==> src/rtl/watch_pkg.sv <==
// watch_pkg
// Shared constants and helpers for the watch time-keeping counters.
//   BCD_W, BCD_MAX      : digit width and largest legal BCD digit
//   HOURS_PER_DAY/HALF_DAY : hour-stage constants for the 12h/24h display
//   to_bcd2             : binary 0..99 -> {tens, units} BCD pair
package watch_pkg;

  localparam int              BCD_W         = 4;
  localparam logic [BCD_W-1:0] BCD_MAX      = 4'd9;
  localparam int              HOURS_PER_DAY = 24;
  localparam int              HALF_DAY      = 12;

  function automatic logic [2*BCD_W-1:0] to_bcd2(input logic [6:0] bin);
    logic [2*BCD_W-1:0] r;
    r[2*BCD_W-1:BCD_W] = 4'(bin / 7'd10);
    r[BCD_W-1:0]       = 4'(bin % 7'd10);
    return r;
  endfunction

endpackage

==> src/rtl/bcd_digit.sv <==
// bcd_digit
// One BCD digit register with load, +1 and -1 and a fixed wrap limit.
//   clk_i, rst_i     : clock, async active-high reset (digit <= RST_VAL)
//   load_i, ld_val_i : load a value (highest priority)
//   inc_i, dec_i     : step up / down; inc at LIMIT -> 0, dec at 0 -> LIMIT
//   digit_q_o        : registered digit
//   digit_d_o        : next-state digit (lets the parent register derived outputs)
//   wrap_o           : this cycle's step wraps the digit
module bcd_digit
  import watch_pkg::*;
#(
  parameter logic [BCD_W-1:0] LIMIT   = BCD_MAX,
  parameter logic [BCD_W-1:0] RST_VAL = '0
) (
  input  logic             clk_i,
  input  logic             rst_i,
  input  logic             load_i,
  input  logic [BCD_W-1:0] ld_val_i,
  input  logic             inc_i,
  input  logic             dec_i,
  output logic [BCD_W-1:0] digit_q_o,
  output logic [BCD_W-1:0] digit_d_o,
  output logic             wrap_o
);

  logic [BCD_W-1:0] digit_q, digit_d;

  always_comb begin
    digit_d = digit_q;
    wrap_o  = 1'b0;
    if (load_i) begin
      digit_d = ld_val_i;
    end else if (inc_i) begin
      if (digit_q >= LIMIT) begin
        digit_d = '0;
        wrap_o  = 1'b1;
      end else begin
        digit_d = digit_q + 4'd1;
      end
    end else if (dec_i) begin
      if (digit_q == '0) begin
        digit_d = LIMIT;
        wrap_o  = 1'b1;
      end else begin
        digit_d = digit_q - 4'd1;
      end
    end
  end

  always_ff @(posedge clk_i or posedge rst_i) begin
    if (rst_i) digit_q <= RST_VAL;
    else       digit_q <= digit_d;
  end

  assign digit_q_o = digit_q;
  assign digit_d_o = digit_d;

endmodule

==> src/rtl/count_mod_bcd.sv <==
// count_mod_bcd
// Two-digit BCD modulo counter for one watch stage (seconds, minutes, hours).
//   clk_i, rst_i          : clock, async active-high reset (count <= IVAL)
//   en_i                  : count tick, produces carry_o on wrap
//   inc_i, dec_i          : manual set +1 / -1, wrap silently
//   load_i, ld_tens_i, ld_units_i : BCD load, rejected loads pulse err_o
//   mode12_i              : 12h display (hour stage only)
//   tens_o, units_o, pm_o : registered display digits and PM flag
//   carry_o, err_o        : registered one-cycle pulses
module count_mod_bcd
  import watch_pkg::*;
#(
  parameter int MODULUS   = 24,
  parameter int IVAL      = 0,
  parameter int HOUR_MODE = 1
) (
  input  logic             clk_i,
  input  logic             rst_i,
  input  logic             en_i,
  input  logic             inc_i,
  input  logic             dec_i,
  input  logic             load_i,
  input  logic [BCD_W-1:0] ld_tens_i,
  input  logic [BCD_W-1:0] ld_units_i,
  input  logic             mode12_i,
  output logic [BCD_W-1:0] units_o,
  output logic [BCD_W-1:0] tens_o,
  output logic             pm_o,
  output logic             carry_o,
  output logic             err_o
);

  localparam logic [2*BCD_W-1:0] TOP_BCD  = to_bcd2(7'(MODULUS - 1));
  localparam logic [2*BCD_W-1:0] IVAL_BCD = to_bcd2(7'(IVAL));
  localparam logic [7:0]         MOD_W    = 8'(MODULUS);
  localparam bit                 HM12     = (HOUR_MODE != 0) && (MODULUS == HOURS_PER_DAY);

  logic [BCD_W-1:0] tens_q, units_q, tens_d, units_d;
  logic             manual, step_up, step_dn, tick;
  logic             at_top, at_zero, load_ok;
  logic [7:0]       ld_bin;
  logic             dig_load;
  logic [BCD_W-1:0] dig_ld_t, dig_ld_u;
  logic             u_inc, u_dec, u_wrap, t_inc, t_dec;
  logic             t_wrap_unused;

  logic [6:0]       cnt_d;
  logic [BCD_W-1:0] disp_t_d, disp_u_d, disp_t_q, disp_u_q;
  logic             pm_d, pm_q, carry_d, carry_q, err_d, err_q;

  // Strobe arbitration: load beats manual set beats tick; inc and dec together cancel.
  assign manual  = inc_i ^ dec_i;
  assign step_up = !load_i && ((manual && inc_i) || (!manual && en_i));
  assign step_dn = !load_i && manual && dec_i;
  assign tick    = !load_i && !manual && en_i;

  assign at_top  = (tens_q == TOP_BCD[7:4]) && (units_q == TOP_BCD[3:0]);
  assign at_zero = (tens_q == '0) && (units_q == '0);

  assign ld_bin  = 8'(ld_tens_i) * 8'd10 + 8'(ld_units_i);
  assign load_ok = (ld_tens_i <= BCD_MAX) && (ld_units_i <= BCD_MAX) && (ld_bin < MOD_W);

  // Modulus wrap in either direction is done as a parallel load of both digits,
  // so the tens digit never has to wrap by itself.
  assign dig_load = (load_i && load_ok) || (step_up && at_top) || (step_dn && at_zero);
  assign dig_ld_t = load_i ? ld_tens_i  : (step_up ? '0 : TOP_BCD[7:4]);
  assign dig_ld_u = load_i ? ld_units_i : (step_up ? '0 : TOP_BCD[3:0]);

  assign u_inc = step_up && !dig_load;
  assign u_dec = step_dn && !dig_load;
  assign t_inc = u_inc && u_wrap;
  assign t_dec = u_dec && u_wrap;

  bcd_digit #(.LIMIT(BCD_MAX), .RST_VAL(IVAL_BCD[3:0])) u_units (
    .clk_i     (clk_i),
    .rst_i     (rst_i),
    .load_i    (dig_load),
    .ld_val_i  (dig_ld_u),
    .inc_i     (u_inc),
    .dec_i     (u_dec),
    .digit_q_o (units_q),
    .digit_d_o (units_d),
    .wrap_o    (u_wrap)
  );

  bcd_digit #(.LIMIT(TOP_BCD[7:4]), .RST_VAL(IVAL_BCD[7:4])) u_tens (
    .clk_i     (clk_i),
    .rst_i     (rst_i),
    .load_i    (dig_load),
    .ld_val_i  (dig_ld_t),
    .inc_i     (t_inc),
    .dec_i     (t_dec),
    .digit_q_o (tens_q),
    .digit_d_o (tens_d),
    .wrap_o    (t_wrap_unused)
  );

  // Display is registered from the next count, so mode12_i changes show one cycle later.
  assign cnt_d = 7'(tens_d) * 7'd10 + 7'(units_d);

  always_comb begin
    disp_t_d = tens_d;
    disp_u_d = units_d;
    pm_d     = 1'b0;
    if (HM12 && mode12_i) begin
      pm_d = (cnt_d >= 7'(HALF_DAY));
      if (cnt_d == '0) begin
        disp_t_d = 4'd1;
        disp_u_d = 4'd2;
      end else if (cnt_d > 7'(HALF_DAY)) begin
        {disp_t_d, disp_u_d} = to_bcd2(cnt_d - 7'(HALF_DAY));
      end
    end
  end

  assign carry_d = tick && at_top;
  assign err_d   = load_i && !load_ok;

  always_ff @(posedge clk_i or posedge rst_i) begin
    if (rst_i) begin
      disp_t_q <= IVAL_BCD[7:4];
      disp_u_q <= IVAL_BCD[3:0];
      pm_q     <= 1'b0;
      carry_q  <= 1'b0;
      err_q    <= 1'b0;
    end else begin
      disp_t_q <= disp_t_d;
      disp_u_q <= disp_u_d;
      pm_q     <= pm_d;
      carry_q  <= carry_d;
      err_q    <= err_d;
    end
  end

  assign tens_o  = disp_t_q;
  assign units_o = disp_u_q;
  assign pm_o    = pm_q;
  assign carry_o = carry_q;
  assign err_o   = err_q;

endmodule
==> config.mk <==
export PLATFORM = sky130hd
export DESIGN_NAME = count_mod_bcd
export DESIGN_NICKNAME = d
export VERILOG_FILES = /design/src/rtl/watch_pkg.sv /design/src/rtl/bcd_digit.sv /design/src/rtl/count_mod_bcd.sv
export SDC_FILE = /design/constraint.sdc
export NUM_CORES = 1
export LEC_CHECK = 0
export ABC_AREA = 0
export CAP_MARGIN = 20
export CORE_MARGIN = 3
export CORE_UTILIZATION = 48
export CTS_CLUSTER_DIAMETER = 30
export CTS_CLUSTER_SIZE = 10
export DETAILED_ROUTE_END_ITERATION = 12
export PLACE_DENSITY_LB_ADDON = 0.2
export SKIP_CTS_REPAIR_TIMING = 1
export SLEW_MARGIN = 25
export SYNTH_ARGS = -nofsm -noshare
export SYNTH_HDL_FRONTEND = slang
export SYNTH_SLANG_ARGS = --single-unit
==> constraint.sdc <==
create_clock -name clk_i -period 6.4 [get_ports clk_i]
set_input_delay 1.28 -clock clk_i [delete_from_list [all_inputs] [get_ports clk_i]]
set_output_delay 1.28 -clock clk_i [all_outputs]
set_load 0.01 [all_outputs]
==> impl_metrics.ini, run 1 <==
[timing]
rsz0062_at_grt = true
timing.hold.ws_ns = 0.755
worst_slack_ns = -1.44
setup_viol = 7
relSlewSlack = 0.513
slew_violations = 0
max_freq_ghz = 0.128
hold_violations = 0
worst_slew_pin_slew_ns = 0.730
period_needed_ns = 7.84
fin_skew_ns = 0.00145
tns_ns = -6.02
fin_crit_sh = 1.22

[cts]
path_clk_slew_ns = 0.08
htree_levels = 1
cts_buffers = 3
clk_path_buf_depth = 2
clk_latency_ns = 0.26
cts_sinks = 19
cts_tree = built
cts_root_buffer = clkbuf_8

[synthesis]
synth-seq-cells = 19
syn_area_mm2 = 0.00252
synth_edf_count = 0
yosys_warnings = 0
synth_ff_type = dfrtp_1
ys_seq_area_frac = 0.188
yosysUniqueCellTypes = 75
synth_fp_nets = 345
synth_cells = 302
syn_avg_cell_area_um2 = 8.36
async_flop_share = 1.00

[drt]
first_iter_violations = 243
wl_per_cell_um = 18.7
vias = 3024
routed_wirelength_um = 9160
antenna_left = 0
drc = 0
vias_per_cell = 6.18
dr.pass1.iters = 7

[worst_setup_path]
cp_slowest_cell = fa_1
cpPeakStageDelay_ns = 0.60
arrival_ns = 8.01
end_kind = flop
worst_setup_path_start_kind = primary input
cp_num_buf_inv = 2
r2r-start = u_units.digit_q_o[1]$_DFF_PP0_
critPathTopFamily = compound AO/OA/AOI/OAI gates
regToRegSetupSlack_ns = -0.26
required_ns = 6.58
reg2regPathDepth = 29
r2r-end = units_o[2]$_DFF_PP0_
worstSetupPathType = in2reg
path_max_fanout = 5
crit_top_cell = ha_4

[place]
portBuffers = 25
place.gp.congestion = 0.925
dpl.hpwl_um = 6640
placedCellCount = 475

[job]
maxCapViolCount = 0

[min_path]
hp-start = u_tens.digit_q_o[3]$_DFF_PP0_
worst_hold_path.endpoint = carry_o$_DFF_PP0_
hold_path.class = reg2reg
holdPathStages = 3

[cells_and_area]
area_delta_synth_final_pct = 59.5
num_antenna_cells = 0
drive_above_1_share = 0.408
final_util = 0.820
stdcell_count = 489
fillCellCount = 306
nNetsFinal = 466
mostFrequentLayoutCell = buf_4
final_cell_mix = buf_4, nand2_1, clkdlybuf4s50_1

[floorplan]
dieArea_mm2 = 0.00617
ioPinCount = 26
core_area_mm2 = 0.00491
die_y_um = 78.5
die_width_um = 78.5
rows = 25
start_util = 0.514

[outcome]
outcome = finished, violations left
violations = setup timing

[global_route]
grt_pass1_vias = 2839
grt.overflow.total = 0
grt.total_usage = 0.268
antenna_found_initial = 0
grt_pass1_wl_um = 13500
grt_start_max_net_pins = 20
-- per-layer routing --
metal	wire length (um)	GRT usage	up-vias	share of wire
met1	3960	0.359	1492	0.43
li1	-	-	1401	-
met3	421	0.0115	19	0.046
met4	184	0.0699	0	0.020
met5	0	0	-	0
met2	4590	0.469	112	0.50
-- worst min-delay path, cell delays in order, from the launching register on --
cell and delay (ns):
dfrtp_1 0.37, nor2_1 0.11, nand4_1 0.17, nor4b_1 0.07
-- registers in the layout, summed over array words and instances, names as in the netlist --
signal,count
pm_o,1
carry_o,1
err_o,1
u_tens.digit_q_o,4
tens_o,4
u_units.digit_q_o,4
units_o,4
-- worst max-delay path by stage --
stage,startpoint,end,slack (ns),cells after the start
2_1_floorplan,ld_tens_i[1],units_o[2]$_DFF_PP0_,-1.33,32
3_3_place_gp,ld_tens_i[1],units_o[2]$_DFF_PP0_,-1.50,31
3_5_place_dp,ld_tens_i[1],units_o[2]$_DFF_PP0_,-1.72,31
4_1_cts,ld_tens_i[1],units_o[2]$_DFF_PP0_,-1.47,31
5_1_grt,ld_tens_i[0],units_o[2]$_DFF_PP0_,-1.62,30
6_report,ld_tens_i[3],units_o[2]$_DFF_PP0_,-1.44,30
-- synthesized netlist by cell type, drive strengths merged (3+ instances only) --
library cell | instances | area [um2]
nand2 | 28 | 105
ha | 25 | 313
o21ai | 22 | 118
nor2 | 20 | 75.1
dfrtp | 19 | 475
a21oi | 18 | 93.8
inv | 15 | 56.3
nand3 | 11 | 55.1
and3 | 8 | 51.3
nand2b | 7 | 43.8
a31oi | 6 | 37.5
nand4 | 6 | 37.5
nor3 | 6 | 35.0
o31ai | 6 | 55.1
and2 | 5 | 31.3
clkbuf | 5 | 18.8
o211ai | 5 | 37.5
xnor2 | 5 | 43.8
a21boi | 4 | 30.0
a31o | 4 | 35.0
or2 | 4 | 25.0
xor2 | 4 | 35.0
a211o | 3 | 26.3
a211oi | 3 | 27.5
a221oi | 3 | 26.3
fa | 3 | 60.1
mux2 | 3 | 33.8
mux2i | 3 | 30.0
nor3b | 3 | 27.5
nor4 | 3 | 18.8
o211a | 3 | 30.0
o311ai | 3 | 51.3
-- stage by stage --
stage	setup WS (ns)	area, um2
after global placement	-1.50	3650
final	-1.44	4030
after global routing	-1.62	4030
after detailed placement	-1.72	3650
after CTS	-1.47	3700
after floorplan	-1.33	2710
-- logic make-up (layout without fill, tap and decap cells) --
group | count (synthesis) | after routing | share of synthesized area
AND/OR/NAND/NOR | 110 | 110 | 0.235
AO/OA/AOI/OAI | 106 | 106 | 0.321
adder cells (fa/ha/maj) | 28 | 28 | 0.148
buffers and inverters | 22 | 142 | 0.0337
flip-flops | 19 | 19 | 0.188
XOR/XNOR | 10 | 10 | 0.0401
multiplexers | 7 | 7 | 0.0342
-- layout make-up --
type / count / area [um2] / area share
clock buffers: 3 / 41.3 / 0.0103
inverters: 15 / 56.3 / 0.0140
repair buffers: 123 / 993 / 0.247
clock inverters: 1 / 5.00 / 0.00124
well taps: 67 / 83.8 / 0.0208
multi-input cells: 261 / 2370 / 0.589
flip-flops and latches: 19 / 475 / 0.118
Power of run 1 is not shown: default switching activity piles up to over one toggle a cycle in this logic, so the estimate is an artifact.
==> inputs of run 2 (changes only) <==
--- a/config.mk
+++ b/config.mk
@@ -5,13 +5,14 @@
 export SDC_FILE = /design/constraint.sdc
 export NUM_CORES = 1
 export LEC_CHECK = 0
-export ABC_AREA = 0
+export ABC_AREA = 1
 export CAP_MARGIN = 20
 export CORE_MARGIN = 3
 export CORE_UTILIZATION = 48
 export CTS_CLUSTER_DIAMETER = 30
 export CTS_CLUSTER_SIZE = 10
 export DETAILED_ROUTE_END_ITERATION = 12
+export DONT_BUFFER_PORTS = 1
 export PLACE_DENSITY_LB_ADDON = 0.2
 export SKIP_CTS_REPAIR_TIMING = 1
 export SLEW_MARGIN = 25
==> constraint.sdc (replaced) <==
create_clock -name clk_i -period 8.5 [get_ports clk_i]
set_input_delay 1.7 -clock clk_i [delete_from_list [all_inputs] [get_ports clk_i]]
set_output_delay 1.7 -clock clk_i [all_outputs]
set_load 0.01 [all_outputs]
==> impl_metrics.ini, run 2 <==
[outcome]
outcome = finished clean

[worst_setup_path]
regToRegSetupSlack_ns = 2.32
end_kind = flop
arrival_ns = 7.77
cp_slowest_cell = fa_1
required_ns = 8.64
crit_top_cell = nand2_1
worstSetupPathType = in2reg
cpPeakStageDelay_ns = 0.50
worst_setup_path_start_kind = primary input
path_max_fanout = 12

[cts]
clk_latency_ns = 0.26
path_clk_slew_ns = 0.08
cts_root_buffer = clkbuf_8
cts_tree = built
cts_buffers = 3
htree_levels = 1
clk_path_buf_depth = 2
cts_sinks = 19

[cells_and_area]
nNetsFinal = 383
area_delta_synth_final_pct = 5.24
num_antenna_cells = 0
fillCellCount = 460
drive_above_1_share = 0.139
mostFrequentLayoutCell = nand2_1
final_cell_mix = nand2_1, inv_1, nor2_1

[synthesis]
syn_avg_cell_area_um2 = 7.03
async_flop_share = 1.00
synth_top_cell_by_area = dfrtp_1
yosys_warnings = 0
yosysUniqueCellTypes = 44
synth-seq-cells = 19
synth_edf_count = 0
synth_top_area_share = 0.201
synth_fp_nets = 379
ys_top_cells_by_count = nand2_1, inv_1, nor2_1, nand3_1, ha_1
synth_most_common_cell = nand2_1
synth_cells = 336
netlist_top_cells_area = dfrtp_1, ha_1, nand2_1, inv_1, nand3_1
syn_area_mm2 = 0.00236
ys_seq_area_frac = 0.201
synth_ff_type = dfrtp_1

[timing]
worst_slew_pin_slew_ns = 0.706
period_needed_ns = 7.63
max_freq_ghz = 0.131
relSlewSlack = 0.529
slew_violations = 0
hold_violations = 0
fin_skew_ns = 0.00721
setup_viol = 0
tns_ns = 0
fin_crit_sh = 0.898
rsz0062_at_grt = false

[drt]
routed_wirelength_um = 5140
antenna_left = 0
wl_per_cell_um = 12.7
vias = 2090
vias_per_cell = 5.17
dr.pass1.iters = 4
drc = 0
first_iter_violations = 116

[global_route]
grt.overflow.total = 0
grt_pass1_wl_um = 9150
grt_start_max_net_pins = 20
antenna_found_initial = 0
grt_pass1_vias = 2023
grt.total_usage = 0.189

[job]
maxCapViolCount = 0

[floorplan]
die_width_um = 76.2
core_area_mm2 = 0.00456
die_y_um = 76.2
ioPinCount = 26
start_util = 0.518
dieArea_mm2 = 0.00580
rows = 24

[place]
dpl.hpwl_um = 4320
place.gp.congestion = 0.865
portBuffers = 0

[min_path]
hold_path.class = reg2reg
==> run 2: cell types whose count changed after synthesis, sizes merged, moves of 5 or more <==
cell and change:
nand2 +61, inv +39, nand3 +24, nor2 +10, and3 -8, nand2b -7, xor2 +7, o21ai -6
and2 -5
==> run 2: worst paths after layout <==
path,depth (start not counted),start,endpoint
setup / recovery,44,ld_tens_i[1],units_o[2]$_DFF_PP0_
hold / removal,3,u_tens.digit_q_o[2]$_DFF_PP0_,carry_o$_DFF_PP0_
setup reg to reg,45,u_units.digit_q_o[0]$_DFF_PP0_,units_o[2]$_DFF_PP0_
hold reg to reg,3,u_tens.digit_q_o[2]$_DFF_PP0_,carry_o$_DFF_PP0_
max in group asynchronous,1,rst_i,u_units.digit_q_o[0]$_DFF_PP0_
min in group asynchronous,1,rst_i,u_units.digit_q_o[2]$_DFF_PP0_
==> run 2: final cells by class <==
| type | count | area, um2 | area share |
|---|---|---|---|
| clock buffer | 3 | 41.3 | 0.0166 |
| clock inverter | 1 | 5.00 | 0.00201 |
| inverter | 55 | 206 | 0.0830 |
| multi-input combinational | 260 | 1670 | 0.672 |
| sequential | 19 | 475 | 0.191 |
| tap | 65 | 81.3 | 0.0327 |
| timing repair buffer | 1 | 7.51 | 0.00302 |
==> run 2: cell families (layout without fill, tap and decap cells) <==
| kind of cell | after synthesis | after routing | share of synthesized area |
|---|---|---|---|
| mux | 1 | 1 | 0.00424 |
| xor+xnor | 13 | 13 | 0.0514 |
| flops | 19 | 19 | 0.201 |
| buf+inv | 57 | 60 | 0.0921 |
| fa+ha+maj | 28 | 28 | 0.158 |
| compound gates | 53 | 53 | 0.142 |
| simple gates | 165 | 165 | 0.351 |
==> run 2: critical path: cells and delay by family <==
kind | cells | cell delay (ns)
buffers and inverters | 9 | 0.71
XOR/XNOR | 1 | 0.30
AND/OR/NAND/NOR | 25 | 2.34
AO/OA/AOI/OAI | 2 | 0.52
adder cells (fa/ha/maj) | 7 | 2.19
==> run 2: layer usage <==
| metal | share of wire | GRT usage | vias to the layer above |
|---|---|---|---|
| met5 | 0 | 0 | - |
| met4 | 0.011 | 0.0525 | 0 |
| met3 | 0.030 | 0.00946 | 4 |
| met2 | 0.48 | 0.340 | 36 |
| met1 | 0.48 | 0.246 | 947 |
| li1 | - | - | 1103 |
==> run 2: through the flow <==
step	instances	setup WS [ns]	hold slack (ns)	cell area, um2	util
finish	404	0.869	0.622	2490	0.545
global route	404	0.248	0.660	2490	0.545
global placement	400	0.704	0.599	2440	0.535
detailed placement	400	0.614	0.601	2440	0.535
floorplan	336	1.35	0.561	2360	-
CTS	404	0.844	0.610	2490	0.545
Power of run 2 is left out for the same reason.
==> inputs of run 3 (changes only) <==
--- a/config.mk
+++ b/config.mk
@@ -7,12 +7,14 @@
 export LEC_CHECK = 0
 export ABC_AREA = 1
 export CAP_MARGIN = 20
-export CORE_MARGIN = 3
+export CORE_MARGIN = 2
 export CORE_UTILIZATION = 48
 export CTS_CLUSTER_DIAMETER = 30
 export CTS_CLUSTER_SIZE = 10
 export DETAILED_ROUTE_END_ITERATION = 12
 export DONT_BUFFER_PORTS = 1
+export GPL_ROUTABILITY_DRIVEN = 1
+export HOLD_SLACK_MARGIN = 0.03
 export PLACE_DENSITY_LB_ADDON = 0.2
 export SKIP_CTS_REPAIR_TIMING = 1
 export SLEW_MARGIN = 25
==> impl_metrics.ini, run 3 (synthesis gave the netlist of run 2 again) <==
[floorplan]
start_util = 0.500
core_area_mm2 = 0.00472
die_y_um = 74.2
rows = 25
die_width_um = 74.2
ioPinCount = 26
dieArea_mm2 = 0.00550

[cells_and_area]
final_cell_mix = nand2_1, inv_1, nor2_1
drive_above_1_share = 0.139
mostFrequentLayoutCell = nand2_1
stdcell_count = 406
nNetsFinal = 383
area_delta_synth_final_pct = 5.35
fillCellCount = 480
num_antenna_cells = 0

[global_route]
grt_pass1_wl_um = 9050
grt_pass1_vias = 1956
grt.total_usage = 0.212
antenna_found_initial = 0
grt_start_max_net_pins = 20
grt.overflow.total = 0

[worst_setup_path]
end_kind = flop
required_ns = 8.65
path_max_fanout = 12
cp_slowest_cell = fa_1
r2r-start = u_units.digit_q_o[0]$_DFF_PP0_
worstSetupPathType = in2reg
arrival_ns = 7.64
critPathTopFamily = simple AND/OR/NAND/NOR gates
cp-startpoint = ld_tens_i[1]
cpPeakStageDelay_ns = 0.50
worst_setup_path_start_kind = primary input
cp_num_buf_inv = 8

[cts]
cts_sinks = 19
htree_levels = 1
cts_buffers = 3
cts_tree = built
clk_path_buf_depth = 2
clk_latency_ns = 0.25
cts_root_buffer = clkbuf_8
path_clk_slew_ns = 0.07

[drt]
vias_per_cell = 5.19
antenna_left = 0
vias = 2106
dr.pass1.iters = 4
routed_wirelength_um = 5200
drc = 0
first_iter_violations = 150
wl_per_cell_um = 12.8

[min_path]
hp-start = u_tens.digit_q_o[2]$_DFF_PP0_
hold_path.class = reg2reg

[timing]
timing.hold.ws_ns = 0.605
setup_viol = 0
max_freq_ghz = 0.133
rsz0062_at_grt = false
relSlewSlack = 0.525
fin_skew_ns = 0.00102
fin_crit_sh = 0.882
tns_ns = 0
slew_violations = 0
worst_slew_pin_slew_ns = 0.712
hold_violations = 0
period_needed_ns = 7.49

[place]
placedCellCount = 402
portBuffers = 0
dpl.hpwl_um = 4420
place.gp.congestion = 0.863

[outcome]
outcome = finished clean

[job]
maxCapViolCount = 0
## run 3: path summary, 6_finish.rpt
path	end	slack [ns]	depth (start not counted)
max	units_o[2]$_DFF_PP0_	1.01	42
min	carry_o$_DFF_PP0_	0.60	3
max reg2reg	units_o[2]$_DFF_PP0_	2.42	42
min reg2reg	carry_o$_DFF_PP0_	0.60	3
max in group asynchronous	u_tens.digit_q_o[2]$_DFF_PP0_	6.61	1
min in group asynchronous	units_o[1]$_DFF_PP0_	1.44	1
## run 3: per-layer routing
metal  share of wire  GRT usage  vias to the layer above
met1            0.48      0.287                      967
met5               0          0                        -
met3           0.019     0.0149                        6
li1                -          -                     1104
met4           0.014     0.0525                        0
met2            0.49      0.368                       29
## run 3: metrics by stage
step	area (um2)	utilization	setup WS [ns]
after floorplan	2360	-	1.35
after global placement	2440	0.517	0.814
after detailed placement	2440	0.517	0.728
after CTS	2490	0.527	0.965
after global routing	2490	0.527	0.302
final	2490	0.527	1.01
## run 3: final cells by class
| cell class | count | area [um2] | share of cell area |
|---|---|---|---|
| clock inverters | 1 | 5.00 | 0.00201 |
| repair buffers | 1 | 7.51 | 0.00302 |
| inverters | 55 | 206 | 0.0829 |
| flip-flops and latches | 19 | 475 | 0.191 |
| well taps | 67 | 83.8 | 0.0337 |
| clock buffers | 3 | 41.3 | 0.0166 |
| multi-input cells | 260 | 1670 | 0.671 |
## run 3: worst min-delay path: cells and delay by family, from the launching register on
family	cells	cell delay [ns]
flip-flops	1	0.36
AND/OR/NAND/NOR	3	0.21
Power of run 3 is left out for the same reason.
